==> src/rtl/key_device_pkg.sv <==
// -----------------------------------------------------------------------------
// key_device_pkg
//   Shared definitions for the memory-mapped KEY peripheral:
//     - KEY_BITS     : number of push buttons (width of the key vector)
//     - ADDR_KDATA   : key data register address
//     - ADDR_KCTRL   : key control/status register address
//     - READY_BIT / OVERRUN_BIT / IE_BIT : KCTRL bit positions
//     - key_vec_t    : KEY_BITS-wide key vector, bit = 1 means pressed
//     - kctrl_word() : packs the status flags into a 32-bit KCTRL read word
//   Build option: KEYDEV_DEBOUNCE_EN (see key_debouncer.sv).
// -----------------------------------------------------------------------------
package key_device_pkg;

  localparam int KEY_BITS = 4;

  localparam logic [31:0] ADDR_KDATA = 32'hF000_0010;
  localparam logic [31:0] ADDR_KCTRL = 32'hF000_0110;

  localparam int READY_BIT   = 0;
  localparam int OVERRUN_BIT = 2;
  localparam int IE_BIT      = 8;

  typedef logic [KEY_BITS-1:0] key_vec_t;

  // Every bit other than the three flags reads back as zero.
  function automatic logic [31:0] kctrl_word(input logic ready,
                                             input logic overrun,
                                             input logic ie);
    logic [31:0] w;
    w              = '0;
    w[READY_BIT]   = ready;
    w[OVERRUN_BIT] = overrun;
    w[IE_BIT]      = ie;
    return w;
  endfunction

endpackage

==> src/rtl/key_debouncer.sv <==
// -----------------------------------------------------------------------------
// key_debouncer
//   Synchronises the raw active-low KEY pins into the clk domain, inverts them
//   (internal 1 = pressed) and commits a new key state into kdata.
//
//   Build option KEYDEV_DEBOUNCE_EN:
//     defined   - the whole key vector must stay unchanged for DEBOUNCE_CYCLES
//                 consecutive samples before it is committed. Edge-to-commit
//                 latency is 2 (synchroniser) + DEBOUNCE_CYCLES + 1 cycles.
//     undefined - no filtering; kdata follows the synchronised keys with a
//                 3-cycle edge-to-commit latency. DEBOUNCE_CYCLES is unused.
//
// Ports:
//   clk     in   system clock
//   reset   in   asynchronous reset, active-low
//   key_in  in   raw KEY pins, active-low
//   kdata   out  committed key state, 1 = pressed
//   change  out  high for the single cycle whose clock edge commits a new kdata
// -----------------------------------------------------------------------------
module key_debouncer
  import key_device_pkg::*;
#(
  parameter int DEBOUNCE_CYCLES = 50000
) (
  input  logic     clk,
  input  logic     reset,
  input  key_vec_t key_in,
  output key_vec_t kdata,
  output logic     change
);

  // Two-flop synchroniser. Resets to all ones so that released buttons do not
  // look like a press right after reset.
  key_vec_t sync_1;
  key_vec_t sync_2;
  key_vec_t synced;

  always_ff @(posedge clk or negedge reset) begin
    if (!reset) begin
      sync_1 <= '1;
      sync_2 <= '1;
    end else begin
      sync_1 <= key_in;
      sync_2 <= sync_1;
    end
  end

  assign synced = ~sync_2;

`ifdef KEYDEV_DEBOUNCE_EN

  localparam int CNT_W = (DEBOUNCE_CYCLES > 1) ? $clog2(DEBOUNCE_CYCLES) : 1;
  localparam logic [CNT_W-1:0] CNT_LAST = CNT_W'(DEBOUNCE_CYCLES - 1);

  // candidate holds the vector currently being timed; counter counts how many
  // further samples matched it and saturates at CNT_LAST, so a long-held
  // state never re-triggers.
  key_vec_t         candidate;
  logic [CNT_W-1:0] counter;
  logic             stable;
  logic             window_done;

  assign stable      = (synced == candidate);
  assign window_done = (counter == CNT_LAST);

  // Combinational so the status logic sees the event on the same edge that
  // loads kdata.
  assign change = stable && window_done && (candidate != kdata);

  always_ff @(posedge clk or negedge reset) begin
    if (!reset) begin
      candidate <= '0;
      counter   <= '0;
      kdata     <= '0;
    end else if (!stable) begin
      candidate <= synced;
      counter   <= '0;
    end else if (!window_done) begin
      counter <= counter + 1'b1;
    end else if (candidate != kdata) begin
      kdata <= candidate;
    end
  end

`else

  // Window length is meaningless without the filter.
  localparam int unused_window = DEBOUNCE_CYCLES;

  assign change = (synced != kdata);

  always_ff @(posedge clk or negedge reset) begin
    if (!reset) begin
      kdata <= '0;
    end else begin
      kdata <= synced;
    end
  end

`endif

endmodule

==> src/rtl/key_device.sv <==
// -----------------------------------------------------------------------------
// key_device
//   Memory-mapped KEY peripheral on the stage-2 data bus. Debounced key state
//   is readable at KDATA; committed changes set a ready flag (and overrun if
//   the previous change was never read) in KCTRL. irq = ready & ie, registered.
//
//   Build option KEYDEV_DEBOUNCE_EN enables the debounce window inside
//   key_debouncer; without it key changes are committed unfiltered.
//
// Ports:
//   clk       in   system clock
//   reset     in   asynchronous reset, active-low
//   abus      in   bus address (buffered ALU output)
//   dbus_in   in   bus write data
//   wren      in   bus write strobe
//   rden      in   bus read strobe (buffered memtoReg)
//   key_in    in   raw KEY pins, active-low
//   dbus_out  out  read data, zero whenever this block is not being read
//   irq       out  interrupt request
//
// Bus semantics: a transfer happens in every cycle where a strobe is high and
// abus decodes to one of our registers; there is no stall. wren has priority:
// with both strobes high the cycle is a write, dbus_out stays zero and no read
// side effect occurs. Read data is combinational in the addressing cycle; the
// KDATA read side effect (ready clear) and all writes take effect on the
// closing clock edge.
//
// KCTRL layout: bit0 ready (read-only), bit2 overrun (write 0 to clear,
// write 1 ignored), bit8 ie (read/write).
// -----------------------------------------------------------------------------
module key_device
  import key_device_pkg::*;
#(
  parameter int DBITS           = 32,
  parameter int DEBOUNCE_CYCLES = 50000
) (
  input  logic             clk,
  input  logic             reset,
  input  logic [DBITS-1:0] abus,
  input  logic [DBITS-1:0] dbus_in,
  input  logic             wren,
  input  logic             rden,
  input  key_vec_t         key_in,
  output logic [DBITS-1:0] dbus_out,
  output logic             irq
);

  localparam logic [DBITS-1:0] KDATA_ADDR = DBITS'(ADDR_KDATA);
  localparam logic [DBITS-1:0] KCTRL_ADDR = DBITS'(ADDR_KCTRL);

  key_vec_t kdata;
  logic     change;

  key_debouncer #(
    .DEBOUNCE_CYCLES(DEBOUNCE_CYCLES)
  ) u_debouncer (
    .clk    (clk),
    .reset  (reset),
    .key_in (key_in),
    .kdata  (kdata),
    .change (change)
  );

  // ---------------------------------------------------------------------------
  // Address decode
  // ---------------------------------------------------------------------------
  logic sel_kdata;
  logic sel_kctrl;
  logic bus_read;
  logic kdata_read;
  logic kctrl_write;

  assign sel_kdata   = (abus == KDATA_ADDR);
  assign sel_kctrl   = (abus == KCTRL_ADDR);
  assign bus_read    = rden && !wren;
  assign kdata_read  = bus_read && sel_kdata;
  assign kctrl_write = wren && sel_kctrl;

  // Only bits 2 and 8 of the write data are meaningful.
  logic unused_wdata;
  assign unused_wdata = ^{dbus_in[DBITS-1:IE_BIT+1],
                          dbus_in[IE_BIT-1:OVERRUN_BIT+1],
                          dbus_in[OVERRUN_BIT-1:0]};

  // ---------------------------------------------------------------------------
  // Status registers
  // ---------------------------------------------------------------------------
  logic ready_q;
  logic overrun_q;
  logic ie_q;
  logic irq_q;

  // A change arriving on the same edge as a KDATA read re-arms ready; the
  // read consumed the old value, so this is not an overrun.
  always_ff @(posedge clk or negedge reset) begin
    if (!reset) begin
      ready_q <= 1'b0;
    end else if (change) begin
      ready_q <= 1'b1;
    end else if (kdata_read) begin
      ready_q <= 1'b0;
    end
  end

  // Set beats a simultaneous write-0 clear so that a lost event is never hidden.
  always_ff @(posedge clk or negedge reset) begin
    if (!reset) begin
      overrun_q <= 1'b0;
    end else if (change && ready_q && !kdata_read) begin
      overrun_q <= 1'b1;
    end else if (kctrl_write && !dbus_in[OVERRUN_BIT]) begin
      overrun_q <= 1'b0;
    end
  end

  always_ff @(posedge clk or negedge reset) begin
    if (!reset) begin
      ie_q <= 1'b0;
    end else if (kctrl_write) begin
      ie_q <= dbus_in[IE_BIT];
    end
  end

  // Registered so irq is a clean flop output for the interrupt controller.
  always_ff @(posedge clk or negedge reset) begin
    if (!reset) begin
      irq_q <= 1'b0;
    end else begin
      irq_q <= ready_q && ie_q;
    end
  end

  assign irq = irq_q;

  // ---------------------------------------------------------------------------
  // Read mux: this slice is OR-combined with other devices, so it must drive
  // zero whenever it is not the addressed reader.
  // ---------------------------------------------------------------------------
  always_comb begin
    dbus_out = '0;
    if (bus_read && sel_kdata) begin
      dbus_out = DBITS'(kdata);
    end else if (bus_read && sel_kctrl) begin
      dbus_out = DBITS'(kctrl_word(ready_q, overrun_q, ie_q));
    end
  end

endmodule

==> config.mk <==
export PLATFORM = sky130hd
export DESIGN_NAME = key_device
export DESIGN_NICKNAME = d
export VERILOG_FILES = /design/src/rtl/key_device_pkg.sv /design/src/rtl/key_debouncer.sv /design/src/rtl/key_device.sv
export SDC_FILE = /design/constraint.sdc
export NUM_CORES = 1
export LEC_CHECK = 0
export CORE_MARGIN = 2
export CORE_UTILIZATION = 29
export DETAILED_ROUTE_END_ITERATION = 7
export GPL_ROUTABILITY_DRIVEN = 0
export HOLD_SLACK_MARGIN = 0.02
export PLACE_DENSITY = 0.94
export SKIP_LAST_GASP = 1
export SYNTH_ARGS = -nofsm -noshare
export SYNTH_HDL_FRONTEND = slang
export SYNTH_SLANG_ARGS = --single-unit
==> constraint.sdc <==
create_clock -name clk -period 2 [get_ports clk]
set_input_delay 0.3 -clock clk [delete_from_list [all_inputs] [get_ports clk]]
set_output_delay 0.3 -clock clk [all_outputs]
set_load 0.01 [all_outputs]
==> flow_metrics.tcl <==
set metrics [dict create \
    cts_buffers 3 \
    path_clk_slew_ps 90 \
    antenna_found_initial 0 \
    slew_viol_final 0 \
    worstPathRequired_ps 1700 \
    synth-seq-area-share_pct 44.9 \
    drive_above_1_share_pct 40.1 \
    crit_path_max_fanout 3 \
    fin_cells 181 \
    grt-ovfl-total 0 \
    post-route-period-util_pct 95.8 \
    period_minus_slack_ps 1920 \
    pwr_density_cell_nw_per_um2 498 \
    cts_root_buffer "clkbuf_4" \
    reg2reg_to "ready_q" \
    grt_max_degree 17 \
    synthXorXnorAreaFrac_pct 3.84 \
    synth_top_family_by_area "buffers and inverters" \
    cp_cell_sequence "clkbuf_2 -> nor4_4 -> nand4_2 -> nor4_4 -> buf_4 -> a32o_1 -> buf_2" \
    cts_tree "yes" \
    place_inst 173 \
    rsz0062_at_grt "false" \
    cts_hold_buf 0 \
    cts.sinks 16 \
    yosys.area_share.simple_pct 20.4 \
    core_area_sq_um 3030 \
    skew_ps 6.84 \
    synth_fa_ha_area_share_pct 0 \
    slowest_delay_ps 320 \
    status "finished, final reports clean" \
    ys_ff_latch 16 \
    worstHoldPathType "reg -> reg" \
    wirelength_microns 1910 \
    r2r_start "u_debouncer.sync_2[0]" \
    crit_top_cell "nor4_4" \
    crit_end "dbus_out[0]" \
    tightest_slew_ps 659 \
    dp_slack_ps -692 \
    clkLatencyLatePin_ps 280 \
    relSlewSlack_pct 56.0 \
    cp-start-kind "input pin" \
    diodes 0 \
    post_synth_mux_area_share_pct 1.23 \
    io_pins 105 \
    clock.fmax_ghz 0.522 \
    via_per_inst 3.90 \
    ant_nets 0 \
    finalWorstSetupSlack_ps 83.3 \
    cp_slowest_cell "nor4_4" \
    start_util_pct 30.2 \
    arrival_ps 1620 \
    area_growth_pct 47.5 \
    dr.pass1.iters 2 \
    vias 706 \
    hold_viol_final 0 \
    portBuffers 47 \
    irDropWorstVdd_mv 0.592 \
    synthesis.area_sq_um 913 \
    yosys_warnings 0 \
    p_leak_uw 0.000662 \
    num_rows 20 \
    grt_pass1_wl_microns 2670 \
    grt_pass1_vias 624 \
    cts_max_level 1 \
    synthCells 81 \
    avgSynthCellArea_sq_um 11.3 \
    drt_iter0_markers 19 \
    nets 210 \
    die_y_microns 60.1 \
    die_area_sq_um 3610 \
    wl_per_cell_microns 10.6 \
    synth_compound_area_share_pct 4.52 \
    worstSetupPathType "in -> out" \
    die_w_microns 60.1 \
    clockBufferDepth 2 \
    ys_types 22 \
    setup_violations 0 \
    reg2reg_slack_ps 800 \
    ff2ff_path_depth 3 \
    drc 0 \
    startpoint "abus[13]" \
    end_kind "output port" \
    dp_hpwl_microns 1560 \
    grt_usage_pct 9.97 \
    final_util_pct 44.5 \
    maxCapViolations 0 \
]
## report_power, final
part / total, uW / switching [uW] / internal [uW]
Clock: 203 / 92.1 / 111
Sequential: 349 / 6.94 / 342
Combinational: 119 / 61.0 / 57.7
## stage by stage
step / cell area (sq um) / TNS [ps] / power, uW / hold WS (ps)
floorplan: 1010 / 0 / 432 / 4.41
global placement: 1350 / -3350 / 487 / 346
detailed placement: 1350 / -3570 / 489 / 347
CTS: 1420 / 0 / 684 / 358
global route: 1350 / 0 / 721 / 349
finish: 1350 / 0 / 671 / 354
## per-layer routing
| metal | vias up | routed length [microns] | GRT usage [%] |
|---|---|---|---|
| li1 | 332 | - | - |
| met1 | 322 | 667 | 10.5 |
| met5 | - | 0 | 0 |
| met2 | 52 | 963 | 18.8 |
| met3 | 0 | 280 | 4.33 |
| met4 | 0 | 0 | 0.952 |
## Yosys cell counts
library cell  number  area share, %
a32o_1             2            2.2
and2_1             3            2.1
and3_1             2            1.4
buf_4             27             22
conb_1             1           0.41
dfrtp_1            8             22
dfstp_2            8             23
inv_1              6            2.5
mux2_2             1            1.2
nand2_1            1           0.41
nand2b_1           1           0.69
nand4_2            2            2.7
nor2_1             2           0.82
nor3_1             1           0.55
nor4_1             3            2.1
nor4_2             3            4.1
nor4_4             1            2.3
nor4b_2            2            3.3
o21ai_0            1           0.55
o31ai_1            1           0.82
o41ai_1            1           0.96
xnor2_1            4            3.8
## state kept, by name, summed over array words and instances (netlist names)
name and flops:
irq 1, ready_q 1, u_debouncer.sync_1 4, u_debouncer.kdata 4, overrun_q 1, ie_q 1, u_debouncer.sync_2 4
## what timing repair did
| action | in CTS | in global routing |
|---|---|---|
| gates resized for setup | 71 | 37 |
| setup endpoints to repair | 5 | 5 |
| setup buffers | 5 | 0 |
| pin swaps | 13 | 11 |
## layout by cell type (no fill, tap or decap), drive strengths merged
cell           count
nor3               1
buf               11
a32o               2
o21ai              1
and2               3
nand2b             1
mux2               1
and3               2
clkdlybuf4s50     11
inv                6
dfstp              8
dfrtp              8
o41ai              1
dlygate4sd2        4
nand4              2
nand2              1
xnor2              4
nor4b              2
clkdlybuf4s15      7
o31ai              1
clkbuf            24
nor4               7
nor2               2
conb              27
## worst max-delay path, delay by kind of cell
family,cells,cell delay [ps]
compound gates,1,120
buf+inv,3,400
simple gates,3,800
## cell type report
cell class	count	area [sq um]
Clock buffer	4	36.3
Tap cell	44	55.1
Multi-Input combinational cell	58	434
Sequential cell	16	410
Inverter	6	22.5
Timing Repair Buffer	53	389
Fill cell	302	1680
## cell families after synthesis
group | count (synthesis)
AO/OA/AOI/OAI | 5
XOR/XNOR | 4
buffers and inverters | 33
flip-flops | 16
multiplexers | 1
other | 1
AND/OR/NAND/NOR | 21
## worst min-delay path by stage
stage / from / end / slack, ps / cells after the start
CTS: u_debouncer.sync_1[2] / u_debouncer.sync_2[2] / 360 / 0
global placement: u_debouncer.sync_1[3] / u_debouncer.sync_2[3] / 350 / 0
detailed placement: u_debouncer.sync_1[0] / u_debouncer.sync_2[0] / 350 / 0
finish: u_debouncer.sync_1[2] / u_debouncer.sync_2[2] / 350 / 0
global route: u_debouncer.sync_1[2] / u_debouncer.sync_2[2] / 350 / 0
floorplan: reset / ie_q / 4 / 0
No activity file was read; power rests on OpenSTA's default activity.
